<file path="src/rtl/riscv_pkg.sv">
// Shared encodings for the control decoder and the load/store unit.
// Access size codes and a misalignment helper live here too.
package riscv_pkg;

    typedef enum logic [1:0] {
        NONE = 2'b00,
        SB   = 2'b01,
        SH   = 2'b10,
        SW   = 2'b11
    } mem_write_e;

    typedef enum logic [2:0] {
        LW  = 3'b000,
        LB  = 3'b001,
        LH  = 3'b010,
        LBU = 3'b101,
        LHU = 3'b110
    } extend_e;

    typedef enum logic [1:0] {
        IDLE = 2'b00,
        REQ  = 2'b01,
        WAIT = 2'b10,
        DONE = 2'b11
    } lsu_state_e;

    localparam logic [1:0] SZ_B = 2'd0;
    localparam logic [1:0] SZ_H = 2'd1;
    localparam logic [1:0] SZ_W = 2'd2;

    function automatic logic is_misaligned(input logic [1:0] size,
                                           input logic [1:0] off);
        return (size == SZ_H && off[0]) ||
               (size == SZ_W && off != 2'b00);
    endfunction

endpackage

</file>
<file path="src/rtl/load_extender.sv">
// Picks the addressed lanes out of a bus word and extends them
// to 32 bits; unknown extend codes pass the shifted word through.
module load_extender
    import riscv_pkg::*;
(
    input  logic [31:0] rdata,
    input  logic [1:0]  offset,
    input  logic [2:0]  extend,
    output logic [31:0] result
);

    logic [31:0] shifted;

    assign shifted = rdata >> {offset, 3'b000};

    // sign/zero extension of the low byte or halfword
    always_comb begin
        result = shifted;
        case (extend)
            LB:      result = {{24{shifted[7]}}, shifted[7:0]};
            LH:      result = {{16{shifted[15]}}, shifted[15:0]};
            LBU:     result = {24'b0, shifted[7:0]};
            LHU:     result = {16'b0, shifted[15:0]};
            default: result = shifted;
        endcase
    end

endmodule

</file>
<file path="src/rtl/load_store_unit.sv">
// Data-memory stage: steers store lanes, runs a req/gnt/rvalid
// transaction with timeout and stalls the core until it completes.
module load_store_unit
    import riscv_pkg::*;
#(
    parameter int unsigned TIMEOUT_CYCLES = 255
) (
    input  logic        clk_i,
    input  logic        rst_i,
    input  logic        mem_read_i,
    input  logic [1:0]  memory_write_i,
    input  logic [2:0]  result_extend_control_i,
    input  logic [31:0] address_i,
    input  logic [31:0] write_data_i,
    output logic        stall_o,
    output logic [31:0] read_data_o,
    output logic        misaligned_o,
    output logic        bus_error_o,
    output logic        bus_req_o,
    output logic        bus_we_o,
    output logic [31:0] bus_addr_o,
    output logic [3:0]  bus_be_o,
    output logic [31:0] bus_wdata_o,
    input  logic        bus_gnt_i,
    input  logic        bus_rvalid_i,
    input  logic [31:0] bus_rdata_i
);

    localparam logic [7:0] LAST = 8'(TIMEOUT_CYCLES - 1);

    lsu_state_e  state, state_next;
    logic [7:0]  cnt;
    logic [1:0]  offset;
    logic [2:0]  ext;
    logic        is_store, access, bad, timeout;
    logic [1:0]  size;
    logic [3:0]  be;
    logic [31:0] wdata, ext_data;

    assign is_store = memory_write_i != NONE;
    assign access   = mem_read_i | is_store;
    assign bad      = access && is_misaligned(size, address_i[1:0]);
    assign timeout  = cnt == LAST;

    load_extender u_ext (
        .rdata  (bus_rdata_i),
        .offset (offset),
        .extend (ext),
        .result (ext_data)
    );

    // access size, byte enables and lane-replicated store data
    always_comb begin
        size  = SZ_W;
        be    = 4'b1111;
        wdata = '0;
        if (is_store) begin
            case (memory_write_i)
                SB: begin
                    size  = SZ_B;
                    be    = 4'b0001 << address_i[1:0];
                    wdata = {4{write_data_i[7:0]}};
                end
                SH: begin
                    size  = SZ_H;
                    be    = address_i[1] ? 4'b1100 : 4'b0011;
                    wdata = {2{write_data_i[15:0]}};
                end
                default: wdata = write_data_i;
            endcase
        end else begin
            case (result_extend_control_i)
                LB, LBU: size = SZ_B;
                LH, LHU: size = SZ_H;
                default: size = SZ_W;
            endcase
        end
    end

    // next state, stall and misalignment pulse
    always_comb begin
        state_next   = state;
        stall_o      = 1'b0;
        misaligned_o = 1'b0;
        case (state)
            IDLE: begin
                if (access && bad) begin
                    misaligned_o = 1'b1;
                end else if (access) begin
                    stall_o    = 1'b1;
                    state_next = REQ;
                end
            end
            REQ: begin
                stall_o = 1'b1;
                if (timeout)        state_next = DONE;
                else if (bus_gnt_i) state_next = WAIT;
            end
            WAIT: begin
                stall_o = 1'b1;
                if (bus_rvalid_i || timeout) state_next = DONE;
            end
            default: state_next = IDLE;
        endcase
        if (rst_i) begin
            stall_o      = 1'b0;
            misaligned_o = 1'b0;
        end
    end

    // state, timeout counter and registered bus/result outputs
    always_ff @(posedge clk_i) begin
        if (rst_i) begin
            state       <= IDLE;
            cnt         <= '0;
            offset      <= '0;
            ext         <= '0;
            bus_req_o   <= 1'b0;
            bus_we_o    <= 1'b0;
            bus_addr_o  <= '0;
            bus_be_o    <= '0;
            bus_wdata_o <= '0;
            read_data_o <= '0;
            bus_error_o <= 1'b0;
        end else begin
            state       <= state_next;
            bus_error_o <= 1'b0;
            if (state == REQ || state == WAIT) cnt <= cnt + 8'd1;
            else                               cnt <= '0;
            case (state)
                IDLE: begin
                    if (state_next == REQ) begin
                        bus_req_o   <= 1'b1;
                        bus_we_o    <= is_store;
                        bus_addr_o  <= {address_i[31:2], 2'b00};
                        bus_be_o    <= be;
                        bus_wdata_o <= wdata;
                        offset      <= address_i[1:0];
                        ext         <= is_store ? 3'b000
                                                : result_extend_control_i;
                    end
                end
                REQ: begin
                    if (state_next != REQ) bus_req_o <= 1'b0;
                    if (timeout) begin
                        read_data_o <= '0;
                        bus_error_o <= 1'b1;
                    end
                end
                WAIT: begin
                    if (bus_rvalid_i) begin
                        read_data_o <= bus_we_o ? 32'b0 : ext_data;
                    end else if (timeout) begin
                        read_data_o <= '0;
                        bus_error_o <= 1'b1;
                    end
                end
                default: read_data_o <= '0;
            endcase
        end
    end

endmodule

</file>
<file path="config.mk">
export PLATFORM = sky130hd
export DESIGN_NAME = load_store_unit
export DESIGN_NICKNAME = d
export VERILOG_FILES = /design/src/rtl/riscv_pkg.sv /design/src/rtl/load_extender.sv /design/src/rtl/load_store_unit.sv
export SDC_FILE = /design/constraint.sdc
export NUM_CORES = 1
export LEC_CHECK = 0
export ABC_AREA = 1
export CORE_MARGIN = 1.5
export CORE_UTILIZATION = 23
export CTS_CLUSTER_SIZE = 25
export DETAILED_ROUTE_END_ITERATION = 10
export GPL_ROUTABILITY_DRIVEN = 0
export HOLD_SLACK_MARGIN = 0.15
export SLEW_MARGIN = 20
export SYNTH_ARGS = -nofsm -noshare
export SYNTH_HDL_FRONTEND = slang
export SYNTH_HIERARCHICAL = 1
export SYNTH_SLANG_ARGS = --single-unit
export TNS_END_PERCENT = 5
</file>
<file path="constraint.sdc">
create_clock -name clk_i -period 4.6 [get_ports clk_i]
set_clock_uncertainty 0.2 [all_clocks]
set_input_delay 0.92 -clock clk_i [delete_from_list [all_inputs] [get_ports clk_i]]
set_output_delay 0.92 -clock clk_i [all_outputs]
set_load 0.02 [all_outputs]
</file>
## Word-level counts from Yosys, hierarchy flattened

Index checks and enable logic that the tools add are counted.

- $add $sub $neg: 1
- Multipliers: 0
- Div/mod/pow operators: 0
- Magnitude comparators: 0
- Eq/ne operators: 19
- Shift operators: 2
- Muxes and demuxes: 33
- Bitwise operators: 2
- Reductions and logical operators: 17

Operator list:

| operator | number |
|---|---|
| two-way mux 32 bit | 4 |
| case mux 32 bit (4 select lines) | 1 |
| case mux 32 bit (3 select lines) | 1 |
| case mux 32 bit (2 select lines) | 1 |
| >> shifter 32 x 5 -> 32 bit | 1 |
| equality test 3 bit, second input constant | 4 |
| two-way mux 2 bit | 6 |
| two-way mux 1 bit | 10 |
| adder 8 x 1 -> 8 bit, second input constant | 1 |
| equality test 2 x 1 -> 1 bit, second input constant | 4 |
| equality test 8 bit, second input constant | 1 |
| two-way mux 4 bit | 2 |
| case mux 2 bit (2 select lines) | 2 |
| case mux 4 bit (2 select lines) | 1 |
| OR reduction 2 bit | 4 |
| equality test 2 bit, second input constant | 3 |
| equality test 3 x 1 -> 1 bit, second input constant | 2 |
| equality test 3 x 2 -> 1 bit, second input constant | 2 |
| case mux 1 bit (2 select lines) | 3 |
| case mux 2 bit (3 select lines) | 1 |
| nonzero test 2 bit | 3 |
| logical AND 1 bit | 4 |
| != test 2 x 1 -> 1 bit, second input constant | 2 |
| << shifter 1 x 2 -> 4 bit, first input constant | 1 |
| 8 further kinds | 10 |

- Flip-flop bits (word level): 116
- Bits in latches: 0
- RAM bits: 0
- ROM bits: 0
- Input port bits: 106
- Output and inout bits: 105
- Logic and storage cells: 85
- Memories: 0

## Longest topological paths before layout

- Depth in word-level cells: 14
- Depth in mapped cells: 16
- Gate-level depth less buffers: 15

## Hierarchy

The synthesis kept the hierarchy.

By module, submodules not included:

| module | instances | cells an instance | area an instance (um^2) | sequential area each (um^2) |
|---|---|---|---|---|
| load_store_unit | 1 | 750 | 5381.4 | 2322.2 |
| load_extender | 1 | 172 | 878.3 | 0.0 |

## Least setup slack after synthesis

Ideal clock, no wire load.

- Path kind: in2out
- Start: input port memory_write_i[0]
- End: output port stall_o
- Arrival: 2286 ps
- Required time: 3480 ps
- Path slack: 1194 ps
- Stages: 9
- Path buffers: 1
- Cells stage by stage: inv_1 > ha_1 > buf_2 > nand2_1 > nand2_2 > inv_2 > nand2_2 > nand4_2 > a211oi_1

- Word-level cells in the longest chain between the ends: 11
- Elaborated cells on any way between the ends: 17
- Classes of those cells: eq/ne: 4; mux: 6; bitwise: 1; reduce/logical: 6

RTL lines:

| item | line | text |
|---|---|---|
| start, declared | load_store_unit.sv:11 | `input logic [1:0] memory_write_i,` |
| equality test 2 bit or equality test 2 x 1 -> 1 bit (tied branches) | load_store_unit.sv:58 | `case (memory_write_i)` |
| case mux 2 bit (2 select lines) | load_store_unit.sv:58 |  |
| two-way mux 2 bit | load_store_unit.sv:57 | `if (is_store) begin` |
| equality test 2 x 1 -> 1 bit or equality test 2 bit (tied branches) | riscv_pkg.sv:33, riscv_pkg.sv:34 |  |
| logical AND 1 bit (on tied branches) | riscv_pkg.sv:33, riscv_pkg.sv:34 |  |
| logical OR 1 bit | riscv_pkg.sv:33 | `return (size == SZ_H && off[0]) \|\|` |
| logical AND 1 bit | load_store_unit.sv:42 | `assign bad = access && is_misaligned(size, address_i[1:0]);` |
| logical AND 1 bit | load_store_unit.sv:87 | `if (access && bad) begin` |
| two-way mux 1 bit (*) | load_store_unit.sv:87 |  |
| case mux 1 bit (2 select lines) (*) | load_store_unit.sv:85 | `case (state)` |
| two-way mux 1 bit (*) | load_store_unit.sv:105 | `if (rst_i) begin` |
| end, declared | load_store_unit.sv:15 | `output logic stall_o,` |

Mark *: on every way between the ends. The rest lies on a longest branch, timed or not.

## Worst setup path after layout

Same ends and word-level chain as after synthesis.

==> results.md <==
- Status: finished, final reports clean
- Tot GR Track Use: 16.09%
- R2R depth: 14
- WP data arrival: 3280 ps
- 1st-iter DRT viols: 565
- Routed WL: 22,650 um
- Longest Clk Path Bufs: 2
- Max-slew violation count: 0
- Via density: 4.746
- GRT overflow: 0
- Worst VDD drop: 306.5 uV
- Fin. Hold Viols: 0
- Die H: 168.0 um
- Post-synth ARST share: 0%
- Ys Warns: 6
- Largest net degree at the start of global routing: 58
- CP delay by family, top: buffers and inverters
- CP Launch Type: primary input
- PortBufs: 208
- Final setup viols: 0
- Final worst slack: 197.0 ps
- Setup TNS: 0 ps
- Hold Path Class: reg2reg
- PD cells: 552.2 nW/um^2
- Slew headroom: 41.49%
- Sequential share of the synthesized area: 37.10%
- Yosys cell types: 36
- Total number of vias: 6,867
- First-pass GRT wire length: 36,040 um
- Crit path max-delay cell type: clkdlybuf4s50_1
- Setup bufs post-CTS: 0
- Initial antenna violation count: 0
- Period utilization: 95.72%
- R2r setup slk: 980 ps
- Clk root buf: clkbuf_16
- Hpwl dp: 15,600 um
- Reg2reg start: state[0]
- CTS tree: yes
- Mapped Area: 6260 um^2
- Finished Cell Area: 9163 um^2
- Placed Area: 8561 um^2
- CP max stage delay: 660 ps
- Mean post-synth cell area: 6.789 um^2
- RSZ-0062 raised after global routing: false
- Worst path cell trace: clkdlybuf4s50_1, inv_1, ha_1, inv_1, nand2_1, nand2_2, inv_2, nand2_2, nand4_2, a211oi_1, clkdlybuf4s50_1
- Clock Latency Late Sink: 420 ps
- Main flop type after synthesis: dfxtp_1
- DIE AREA: 28,220 um^2
- H-tree Lvls: 4
- RR Endpoint: bus_wdata_o[7]
- Critical Path RT: 3480 ps
- Fin crit period: 4403 ps
- IO Pins: 211
- Num CTS Buffers: 17
- Chip width: 168.0 um
- WP buf/inv: 5
- Measured slew at the worst slew-check pin: 876.7 ps
- Number of global-route vias before repair: 6,499
- Setup CP Type: in2out
- Crit end category: output port
- Post-synth EDFFs: 0
- # nets final: 1,210
- Core box area: 26,800 um^2
- Num Clock Sinks: 116
- Routed len/inst: 15.66 um
- Fmax: 227.1 MHz
- Leak Pwr: 3.626 nW
- Clock transition at the registers of the reported paths: 60 ps
- Min-Delay Endpoint: bus_addr_o[17]
- Hold_sp: bus_addr_o[17]
- Synth Instances: 922
- DR DRC count: 0
- Routed Antenna Nets: 0
- Max-Cap Viols: 0
- Synthesized flop and latch total: 116
- N_diodes: 0
- Initial Util: 23.36%
- Post-CTS Hold Buffers: 0
- P&R area growth vs syn: 46.37%
- Layout cell share with drive strength beyond 1: 7.776%
- Pre-antenna DRT Iters: 5
- Pre-CTS worst setup slack: 149.3 ps
- CP max FO: 6
- Num rows: 60
- Hold Path Stages: 2
- CTS resizes: 0
==> cell usage in the layout, fill, tap and decap left out, types with 2 or more instances in the layout <==
master | netlist | final
nand3_1 | 214 | 214
clkdlybuf4s50_1 | 0 | 207
nand2_1 | 186 | 186
dfxtp_1 | 116 | 116
a21oi_1 | 105 | 105
nor2_1 | 59 | 58
inv_1 | 57 | 57
o21ai_0 | 42 | 42
clkbuf_16 | 0 | 17
nand3_2 | 15 | 15
buf_4 | 5 | 13
nand2_2 | 9 | 9
ha_1 | 10 | 9
o211ai_1 | 6 | 6
nor3_1 | 6 | 5
inv_2 | 4 | 4
clkinv_2 | 0 | 4
clkbuf_8 | 0 | 3
bufinv_16 | 0 | 3
nor2_2 | 2 | 2
o21bai_1 | 2 | 2
nand4_1 | 2 | 2
conb_1 | 1 | 2
clkinv_4 | 0 | 2
clkbuf_1 | 42 | 2
buf_12 | 0 | 2
==> per-stage QoR <==
| stage | total power (W) | std cells | utilization (%) | hold slack (ps) |
|---|---|---|---|---|
| after floorplan | 0.002894 | 923 | - | 229.7 |
| after global placement | 0.003672 | 1416 | 31.94 | 248.1 |
| after detailed placement | 0.003690 | 1416 | 31.94 | 251.0 |
| after CTS | 0.005121 | 1447 | 34.19 | 260.2 |
| after global routing | 0.005396 | 1447 | 34.19 | 274.6 |
| final | 0.005060 | 1447 | 34.19 | 259.3 |
==> registers in the layout (all words and copies together), names as in the netlist <==
name / cells
bus_wdata_o: 32
read_data_o: 32
bus_addr_o: 30
cnt: 8
bus_be_o: 4
ext: 3
offset: 2
state: 2
bus_error_o: 1
bus_req_o: 1
bus_we_o: 1
==> worst min-delay path, delay by kind of cell, from the launching register on <==
kind | cells | cell delay, ps
flip-flops | 1 | 310
AO/OA/AOI/OAI | 1 | 50
AND/OR/NAND/NOR | 1 | 60
==> how the worst max path moves through the flow <==
| stage | startpoint | endpoint | slack [ps] | depth (start not counted) |
|---|---|---|---|---|
| after floorplan | memory_write_i[0] | stall_o | 1190 | 9 |
| after global routing | memory_write_i[0] | stall_o | 20 | 11 |
| after global placement | memory_write_i[0] | stall_o | 190 | 11 |
| after detailed placement | memory_write_i[0] | stall_o | 150 | 11 |
| final | memory_write_i[0] | stall_o | 200 | 11 |
| after CTS | memory_write_i[0] | stall_o | 140 | 11 |
==> layer usage <==
layer  global-route usage [%]  part of all wire [%]
met1                    20.24                    43
met2                    26.43                    47
met3                    5.383                   8.6
met4                    3.995                   1.2
met5                        0                     0
==> report_power, final <==
group / leakage, nW / switching (W) / total [W] / internal, W
sequential: 0.943 / 0.000132 / 0.00133 / 0.00120
clock: 0.300 / 0.000508 / 0.00140 / 0.000891
combinational: 2.38 / 0.00147 / 0.00233 / 0.000857
==> layout make-up <==
| type | instances | area, um^2 |
|---|---|---|
| clock buffers | 22 | 474.2 |
| clock inverters | 9 | 127.6 |
| fillers | 2893 | 17640 |
| inverters | 61 | 229.0 |
| multi-input cells | 675 | 3368 |
| flip-flops and latches | 116 | 2322 |
| well taps | 341 | 426.7 |
| repair buffers | 223 | 2215 |
==> logic make-up after synthesis <==
group                    after synthesis  share of synthesized area [%]
XOR/XNOR                               2                         0.3999
flip-flops                           116                          37.10
AND/OR/NAND/NOR                      502                          37.48
buffers and inverters                132                          9.694
adder cells (fa/ha/maj)               10                          1.999
AO/OA/AOI/OAI                        159                          13.27
other                                  1                        0.05991
==> cells in the mapped netlist, types with 4 or more instances <==
library cell	n	area (um^2)
a21oi_1	105	525.5
ha_1	10	125.1
nand3_2	15	150.1
o211ai_1	6	45.04
nand3_1	214	1071
buf_2	8	40.04
nor3_1	6	30.03
nor2_1	59	221.5
o21ai_0	42	210.2
buf_6	11	123.9
clkbuf_1	42	157.7
buf_1	5	18.77
inv_1	57	214.0
dfxtp_1	116	2322
nand2_2	9	56.30
nand2_1	186	698.2
inv_2	4	15.01
buf_4	5	37.54
Note: power is estimated with default switching activity, not from simulation.
